File: config.mk
export PLATFORM = sky130hd
export DESIGN_NAME = rails_feeder
export DESIGN_NICKNAME = d
export VERILOG_FILES = /design/src/rtl/rails_feeder.sv
export SDC_FILE = /design/constraint.sdc
export NUM_CORES = 1
export LEC_CHECK = 0
export ABC_AREA = 1
export BUFFER_PORTS_ARGS = -buffer_cell sky130_fd_sc_hd__buf_2
export CAP_MARGIN = 20
export CORE_MARGIN = 3
export CORE_UTILIZATION = 44
export DETAILED_ROUTE_END_ITERATION = 10
export GPL_TIMING_DRIVEN = 0
export HOLD_SLACK_MARGIN = 0.05
export SLEW_MARGIN = 20
export SYNTH_ARGS = -nofsm -noshare
export SYNTH_HDL_FRONTEND = slang
export SYNTH_SLANG_ARGS = --single-unit
File: constraint.sdc
create_clock -name clk -period 6.12 [get_ports clk]
set_input_delay 1.224 -clock clk [delete_from_list [all_inputs] [get_ports clk]]
set_output_delay 1.224 -clock clk [all_outputs]
set_load 0.05 [all_outputs]
File: src/rtl/rails_feeder.sv
// rails_feeder: buffers host nibbles and streams one complete rails pattern
// (header N, then N coaches) to the checker, one verdict at a time.
module rails_feeder #(
  parameter int MAX_N      = 10,
  parameter int FIFO_DEPTH = 16,
  parameter int GAP_CYCLES = 2,
  parameter int TIMEOUT    = 64
) (
  input  logic       clk,
  input  logic       reset,
  input  logic [3:0] in_data,
  input  logic       in_valid,
  output logic       in_ready,
  output logic [3:0] data,
  input  logic       chk_valid,
  input  logic       chk_result,
  output logic       busy,
  output logic       pat_done,
  output logic [7:0] pass_cnt,
  output logic [7:0] fail_cnt,
  output logic       err_hdr,
  output logic       err_tmo
);

  // state | meaning
  // IDLE  | wait for a complete pattern in the FIFO; discard illegal headers
  // SEND  | pop header and N coaches onto data, one per cycle
  // WAIT  | wait for the checker verdict or the timeout
  // GAP   | hold data at 0 before the next header

  localparam int PW = $clog2(FIFO_DEPTH);
  localparam int CW = PW + 1;
  localparam int SW = $clog2(MAX_N + 2);
  localparam int WW = $clog2(TIMEOUT + 1);
  localparam int GW = (GAP_CYCLES > 0) ? $clog2(GAP_CYCLES + 1) : 1;
  localparam logic [3:0] MAX_N4 = 4'(MAX_N);

  typedef enum logic [1:0] {IDLE, SEND, WAIT, GAP} state_t;

  state_t         state, state_nxt;
  logic [3:0]     mem [FIFO_DEPTH];
  logic [PW-1:0]  wr_ptr, rd_ptr;
  logic [CW-1:0]  fifo_cnt;
  logic [SW-1:0]  send_left;
  logic [WW-1:0]  wait_cnt, wait_inc;
  logic [GW-1:0]  gap_cnt;

  logic [3:0]     head;
  logic [CW-1:0]  need;
  logic           hdr_bad, wr_en;
  logic           pop, drop_hdr, send_load, verdict, tmo_hit, gap_load;

  assign head     = mem[rd_ptr];
  assign hdr_bad  = (head == 4'd0) || (head > MAX_N4);
  assign need     = CW'(head) + CW'(1);
  assign in_ready = (fifo_cnt != CW'(FIFO_DEPTH));
  assign wr_en    = in_valid & in_ready;
  assign busy     = (state != IDLE);
  assign wait_inc = wait_cnt + WW'(1);

  always_ff @(posedge clk) begin
    if (!reset) state <= IDLE;
    else        state <= state_nxt;
  end

  always_comb begin
    state_nxt = state;
    pop       = 1'b0;
    drop_hdr  = 1'b0;
    send_load = 1'b0;
    verdict   = 1'b0;
    tmo_hit   = 1'b0;
    gap_load  = 1'b0;
    case (state)
      IDLE: begin
        if (fifo_cnt != '0) begin
          if (hdr_bad) begin
            pop      = 1'b1;
            drop_hdr = 1'b1;
          end else if (fifo_cnt >= need) begin
            state_nxt = SEND;
            send_load = 1'b1;
          end
        end
      end
      SEND: begin
        pop = 1'b1;
        if (send_left == SW'(1)) state_nxt = WAIT;
      end
      WAIT: begin
        if (chk_valid) begin
          verdict   = 1'b1;
          gap_load  = 1'b1;
          state_nxt = GAP;
        end else if (wait_inc == WW'(TIMEOUT)) begin
          tmo_hit   = 1'b1;
          gap_load  = 1'b1;
          state_nxt = GAP;
        end
      end
      GAP: begin
        if (gap_cnt <= GW'(1)) state_nxt = IDLE;
      end
      default: state_nxt = IDLE;
    endcase
  end

  // Storage is not reset; the pointers and count define what is valid.
  always_ff @(posedge clk) begin
    if (wr_en) mem[wr_ptr] <= in_data;
  end

  always_ff @(posedge clk) begin
    if (!reset) begin
      wr_ptr   <= '0;
      rd_ptr   <= '0;
      fifo_cnt <= '0;
    end else begin
      if (wr_en) wr_ptr <= wr_ptr + PW'(1);
      if (pop)   rd_ptr <= rd_ptr + PW'(1);
      fifo_cnt <= fifo_cnt + CW'(wr_en) - CW'(pop);
    end
  end

  always_ff @(posedge clk) begin
    if (!reset) begin
      send_left <= '0;
      wait_cnt  <= '0;
      gap_cnt   <= '0;
      data      <= 4'd0;
    end else begin
      if (send_load)
        send_left <= SW'(head) + SW'(1);
      else if (state == SEND)
        send_left <= send_left - SW'(1);
      wait_cnt <= (state == WAIT) ? wait_inc : '0;
      if (gap_load)
        gap_cnt <= GW'(GAP_CYCLES);
      else if ((state == GAP) && (gap_cnt != '0))
        gap_cnt <= gap_cnt - GW'(1);
      data <= (state == SEND) ? head : 4'd0;
    end
  end

  always_ff @(posedge clk) begin
    if (!reset) begin
      pass_cnt <= 8'd0;
      fail_cnt <= 8'd0;
      err_hdr  <= 1'b0;
      err_tmo  <= 1'b0;
      pat_done <= 1'b0;
    end else begin
      if (verdict && chk_result && (pass_cnt != 8'hFF))
        pass_cnt <= pass_cnt + 8'd1;
      if (((verdict && !chk_result) || tmo_hit) && (fail_cnt != 8'hFF))
        fail_cnt <= fail_cnt + 8'd1;
      err_hdr  <= err_hdr | drop_hdr;
      err_tmo  <= err_tmo | tmo_hit;
      pat_done <= verdict | tmo_hit;
    end
  end

endmodule

-- Yosys cells after proc, flatten, opt, wreduce, memory -nomap -nowiden
Memories as Yosys holds them, arrays and structs flattened. A register that Yosys moved wholly into a read port is not among the register bits.
Index checks and enable logic that the tools add are counted.
- add/sub/neg operators: 11
- multiply operators: 0
- div/mod/pow operators: 0
- magnitude comparators: 3
- equality and inequality tests: 14
- shift operators: 0
- multiplexer cells: 31
- bitwise gates (word level): 5
- reduce and logical (&&, ||, !) cells: 19
- operator list (kind ; number):
    $mux 2 ; 9
    $add 8x1->8 const B ; 2
    $mux 1 ; 16
    $mux 4 ; 4
    $ne 8x8->1 const B ; 2
    $add 4x1->4 const B ; 3
    $ne 2x2->1 const B ; 5
    $pmux 2 s4 ; 1
    $reduce_bool 2->1 ; 4
    $add 7x1->7 const B ; 1
    $eq 7x7->1 const B ; 1
    $reduce_and 6->1 ; 1
    $add 4x1->5 const B ; 1
    $add 5x1->5 ; 1
    $ge 5x5->1 ; 1
    $logic_and 1x1->1 ; 5
    $ne 5x5->1 const B ; 1
    $reduce_bool 5->1 ; 1
    $sub 5x1->5 ; 1
    $eq 2x2->1 const B ; 2
    $eq 4x1->1 const B ; 1
    $gt 4x4->1 const B ; 1
    $logic_not 4->1 ; 1
    $reduce_and 2->1 ; 2
    13 further kinds ; 16
- register bits after elaboration: 51
- latch bits: 0
- RAM bits: 64
- bits in read-only memories: 0
- input bits: 9
- output and inout port bits: 25
- word-level logic and storage cells: 98
- memories: 1
- memory list (name ; words ; width ; read ports ; clocked after Yosys merged registers in ; wr ports ; RTL line ; text):
    mem ; 16 ; 4 ; 1 ; 1 ; 1 ; 41 ; logic [3:0] mem [FIFO_DEPTH];

-- Depth between registers and ports, before layout
- depth after elaboration: 7
- gate-level depth with buffers: 26
- depth with buffers taken out: 24

-- Worst setup path before layout
No wires, ideal clock.
- kind: reg-to-reg
- from: register (tool-made name)
- to: register fifo_cnt[4]
- library setup time: 70 ps
- data arrival time: 2964 ps
- required time: 6050 ps
- setup slack: 3086 ps
- cell stages (with the launch flop): 26
- path buffers: 3
- clock period less this slack: 3034 ps
- cell sequence: dfxtp_1 buf_6 buf_6 buf_6 nor2_1 nor2_1 o21ai_1 nand3_1 nand3_1 nand2_2 inv_1 ha_1 nand3_1 nand2_4 nand4_4 nand2_4 inv_2 nand2_1 nand2_1 ha_1 fa_1 nand2_1 a21oi_1 nor2_1 o21ai_0 a21oi_1
- RTL lines (what ; RTL line ; text):
    end signal, assigned ; 121 ; fifo_cnt <= fifo_cnt + CW'(wr_en) - CW'(pop);
    end, declared ; 43 ; logic [CW-1:0] fifo_cnt;

==> run_summary.xml <==
<?xml version="1.0" encoding="UTF-8"?>
<metrics>
  <group name="outcome">
    <metric name="run_status" unit="">finished clean</metric>
  </group>
  <group name="clocking">
    <metric name="clock_buffer_count_from_cts" unit="">17</metric>
    <metric name="clk_pin_slew" unit="ps">50</metric>
    <metric name="cts-hold-fix-buffers" unit="">0</metric>
    <metric name="cts_num_sinks" unit="">119</metric>
    <metric name="tritoncts" unit="">yes</metric>
    <metric name="post_cts.resized_instances" unit="">0</metric>
    <metric name="postCtsSetupBuffers" unit="">0</metric>
    <metric name="clk_latency" unit="ps">410</metric>
    <metric name="cts_max_path_buffers" unit="">2</metric>
    <metric name="htreeDepth" unit="">4</metric>
    <metric name="clock-root-buffer" unit="">clkbuf_16</metric>
  </group>
  <group name="cells_and_area">
    <metric name="multiInputGateArea" unit="µm²">2240</metric>
    <metric name="register_area" unit="µm²">3020</metric>
    <metric name="fillCellCount" unit="">1173</metric>
    <metric name="post-route-util" unit="%">52.6</metric>
    <metric name="area_delta_synth_final" unit="%">16.1</metric>
    <metric name="drive_above_1_share" unit="%">14.0</metric>
    <metric name="num_antenna_cells" unit="">0</metric>
    <metric name="nets" unit="">726</metric>
  </group>
  <group name="power_and_ir_drop">
    <metric name="power_leakage" unit="nW">2.85</metric>
    <metric name="max-vdd-ir-drop" unit="mV">0.188</metric>
    <metric name="cellPowerDensity" unit="nW/µm²">447</metric>
  </group>
  <group name="floorplanning">
    <metric name="dieArea" unit="µm²">14500</metric>
    <metric name="dieHeight" unit="µm">120</metric>
    <metric name="io_pins" unit="">34</metric>
    <metric name="chipWidth" unit="µm">120</metric>
    <metric name="placementRows" unit="">41</metric>
    <metric name="area_of_the_core_region" unit="µm²">12700</metric>
    <metric name="floorplan.initialDensity" unit="%">45.3</metric>
  </group>
  <group name="synth">
    <metric name="synth_cells" unit="">636</metric>
    <metric name="mappedNetlistArea" unit="µm²">5740</metric>
    <metric name="synth_top_flop_cell" unit="">edfxtp_1</metric>
    <metric name="synth_edf_count" unit="">64</metric>
    <metric name="syn_nets" unit="">675</metric>
    <metric name="netlist-cell-type-count" unit="">41</metric>
    <metric name="yosys_warnings" unit="">0</metric>
    <metric name="postSynthRegisterBits" unit="">119</metric>
    <metric name="biggest_area_consumer_among_synthesized_cells" unit="">edfxtp_1</metric>
    <metric name="synth.yosys.seq_area_share" unit="%">52.6</metric>
    <metric name="synth_top_area_share" unit="%">33.5</metric>
    <metric name="synth.cells.most_frequent" unit="">nand2_1 (124), inv_1 (87), nand3_1 (68), edfxtp_1 (64), nor2_1 (63)</metric>
    <metric name="synthMostInstantiatedCell" unit="">nand2_1</metric>
    <metric name="async_reset_ff_share" unit="%">0</metric>
    <metric name="top_area_cells_in_the_synthesized_netlist" unit="">edfxtp_1 (33%), dfxtp_1 (19%), nand2_1 (8.1%)</metric>
    <metric name="syn_area_per_cell" unit="µm²">9.03</metric>
  </group>
  <group name="route">
    <metric name="totalWireLength" unit="µm">13000</metric>
    <metric name="avgRoutedWirePerCell" unit="µm">14.9</metric>
    <metric name="postRouteAntennaNets" unit="">0</metric>
    <metric name="drc_errors" unit="">0</metric>
    <metric name="drt_iter0_markers" unit="">283</metric>
    <metric name="routed_via_density" unit="">5.11</metric>
    <metric name="firstDrtPassIters" unit="">5</metric>
    <metric name="total_number_of_vias" unit="">4456</metric>
  </group>
  <group name="setup_path">
    <metric name="timing.critical_path.fanout_max" unit="">10</metric>
    <metric name="critical_path_depth" unit="">24</metric>
    <metric name="critPathBufInv" unit="">5</metric>
    <metric name="worst-r2r-setup-slack" unit="ps">2420</metric>
    <metric name="critPathMostFrequentCell" unit="">nand2_1</metric>
    <metric name="start_kind" unit="">flip-flop</metric>
    <metric name="worstPathCellList" unit="">buf_6 &gt; buf_6 &gt; buf_6 &gt; nand2_1 &gt; o211ai_1 &gt; nand3_1 &gt; nand3_1 &gt; nand2_2 &gt; inv_1 &gt; ha_1 &gt; nand3_1 &gt; nand2_4 &gt; nand4_4 &gt; nand2_4 &gt; inv_2 &gt; nand2_1 &gt; nand2_1 &gt; ha_1 &gt; fa_1 &gt; nand2_1 &gt; a21oi_1 &gt; nor2_1 &gt; o21ai_0 &gt; a21oi_1</metric>
    <metric name="critPathArrivalTime" unit="ps">4040</metric>
    <metric name="endpoint_required_time_on_the_critical_path" unit="ps">6460</metric>
    <metric name="cp_slowest_stage_delay" unit="ps">410</metric>
    <metric name="reg2reg_to" unit="">fifo_cnt[4]</metric>
    <metric name="critical_path.endpoint_type" unit="">flip-flop</metric>
    <metric name="r2r_cells" unit="">24</metric>
    <metric name="worst_path_dominant_cell_family" unit="">simple AND/OR/NAND/NOR gates</metric>
    <metric name="criticalPathCategory" unit="">flip-flop to flip-flop</metric>
    <metric name="cpMaxStageDelayCell" unit="">fa_1</metric>
  </group>
  <group name="run">
    <metric name="drv.max_cap_violation_count" unit="">0</metric>
  </group>
  <group name="sta">
    <metric name="timing.clock.skew" unit="ps">11.1</metric>
    <metric name="final_layout_worst_hold_slack" unit="ps">447</metric>
    <metric name="layout_min_cycle_time" unit="ps">3700</metric>
    <metric name="max_freq" unit="MHz">270</metric>
    <metric name="hold_violations" unit="">0</metric>
    <metric name="timing.max_slew.rel_slack" unit="%">55.9</metric>
    <metric name="worstMarginPinSlew" unit="ps">662</metric>
    <metric name="report.final.slew_viol_count" unit="">0</metric>
    <metric name="tns" unit="ps">0</metric>
    <metric name="timing.final.crit_share" unit="%">60.5</metric>
    <metric name="setup_viol" unit="">0</metric>
    <metric name="setup_repair_after_global_routing_missed_its_margin" unit="">no</metric>
  </group>
  <group name="global_routing">
    <metric name="gr-total-overflow" unit="">0</metric>
    <metric name="grt_pass1_wl" unit="µm">21500</metric>
    <metric name="grt_antenna_before_repair" unit="">0</metric>
    <metric name="first_global_vias" unit="">4405</metric>
    <metric name="gr-usage-all-layers" unit="%">19.2</metric>
    <metric name="maximum_number_of_pins_on_one_net_before_global_route_repair" unit="">17</metric>
  </group>
  <group name="hold_path">
    <metric name="min_path_type" unit="">flip-flop to flip-flop</metric>
    <metric name="end_of_the_worst_hold_path" unit="">err_hdr</metric>
    <metric name="hold_depth" unit="">2</metric>
    <metric name="hold_path.startpoint" unit="">err_hdr</metric>
  </group>
  <group name="placement">
    <metric name="io_buffers" unit="">32</metric>
    <metric name="gp_congestion" unit="">0.924</metric>
    <metric name="place.detailed.hpwl" unit="µm">9180</metric>
  </group>
</metrics>
==> worst min-delay path, cell delays in order, from the launching register on <==
cell and delay [ps]:
dfxtp_1 300, inv_1 40, a21oi_1 50
==> how the worst max path moves through the flow <==
stage / to / slack, ps
2_1_floorplan: fifo_cnt[4] / 3090
3_3_place_gp: fifo_cnt[4] / 2580
3_5_place_dp: fifo_cnt[4] / 2470
4_1_cts: fifo_cnt[4] / 2440
5_1_grt: fifo_cnt[4] / 2040
6_report: fifo_cnt[4] / 2420
==> area by class of cell <==
class	instances	area share, %
Multi-Input combinational cell	409	33.7
Tap cell	172	3.23
Clock inverter	9	1.09
Sequential cell	119	45.3
Clock buffer	23	7.19
Buffer	15	1.73
Inverter	93	5.38
Timing Repair Buffer	32	2.40
==> flip-flops by register name, indices dropped and copies added (netlist names), named ones only <==
signal     count
gap_cnt        2
fail_cnt       8
send_left      4
data           4
mem           64
wr_ptr         4
rd_ptr         4
wait_cnt       7
err_tmo        1
pass_cnt       8
state          2
fifo_cnt       5
err_hdr        1
pat_done       1
==> layer usage <==
layer / global-route usage [%] / vias up / part of all wire (%)
met1: 24.7 / 2107 / 45
met4: 7.44 / 0 / 1.9
li1: - / 2200 / -
met5: 0 / - / 0
met2: 31.3 / 125 / 48
met3: 4.96 / 24 / 5.3
==> cell families (layout without fill, tap and decap cells) <==
kind of cell             after synthesis  count (layout)  share of synthesized area (%)
AO/OA/AOI/OAI                         74              74                           7.19
flip-flops                           119             119                           52.6
AND/OR/NAND/NOR                      290             290                           22.9
buffers and inverters                108             172                           8.26
XOR/XNOR                              15              15                           2.29
adder cells (fa/ha/maj)               30              30                           6.67
==> power by group <==
| group | switching [mW] | total, mW | internal, mW |
|---|---|---|---|
| Combinational | 0.737 | 1.11 | 0.370 |
| Clock | 0.332 | 0.920 | 0.588 |
| Sequential | 0.0435 | 0.951 | 0.908 |
==> placed cells by master, fill, tap and decap left out, types with 5 or more instances in the layout <==
master and instances:
nor2_1 63, a21oi_1 37, nand2_1 124, ha_1 29, xor2_1 11, clkbuf_1 8, o21ai_0 19, nand3_1 68
edfxtp_1 64, clkinv_2 6, dfxtp_1 55, nand2_2 8, nand2_4 5, buf_2 37, inv_1 87, nand4_1 7
nor3_1 5, clkbuf_16 18
==> through the flow <==
| stage | setup WS [ps] | total power [mW] | instance area (µm²) | std cells |
|---|---|---|---|---|
| 2_1_floorplan | 3090 | 1.80 | 5740 | 636 |
| 3_3_place_gp | 2580 | 2.02 | 6120 | 840 |
| 3_5_place_dp | 2470 | 2.06 | 6120 | 840 |
| 4_1_cts | 2440 | 3.00 | 6670 | 872 |
| 5_1_grt | 2040 | 3.19 | 6670 | 872 |
| 6_report | 2420 | 2.98 | 6670 | 872 |
Power figures use the tool's default switching activity.
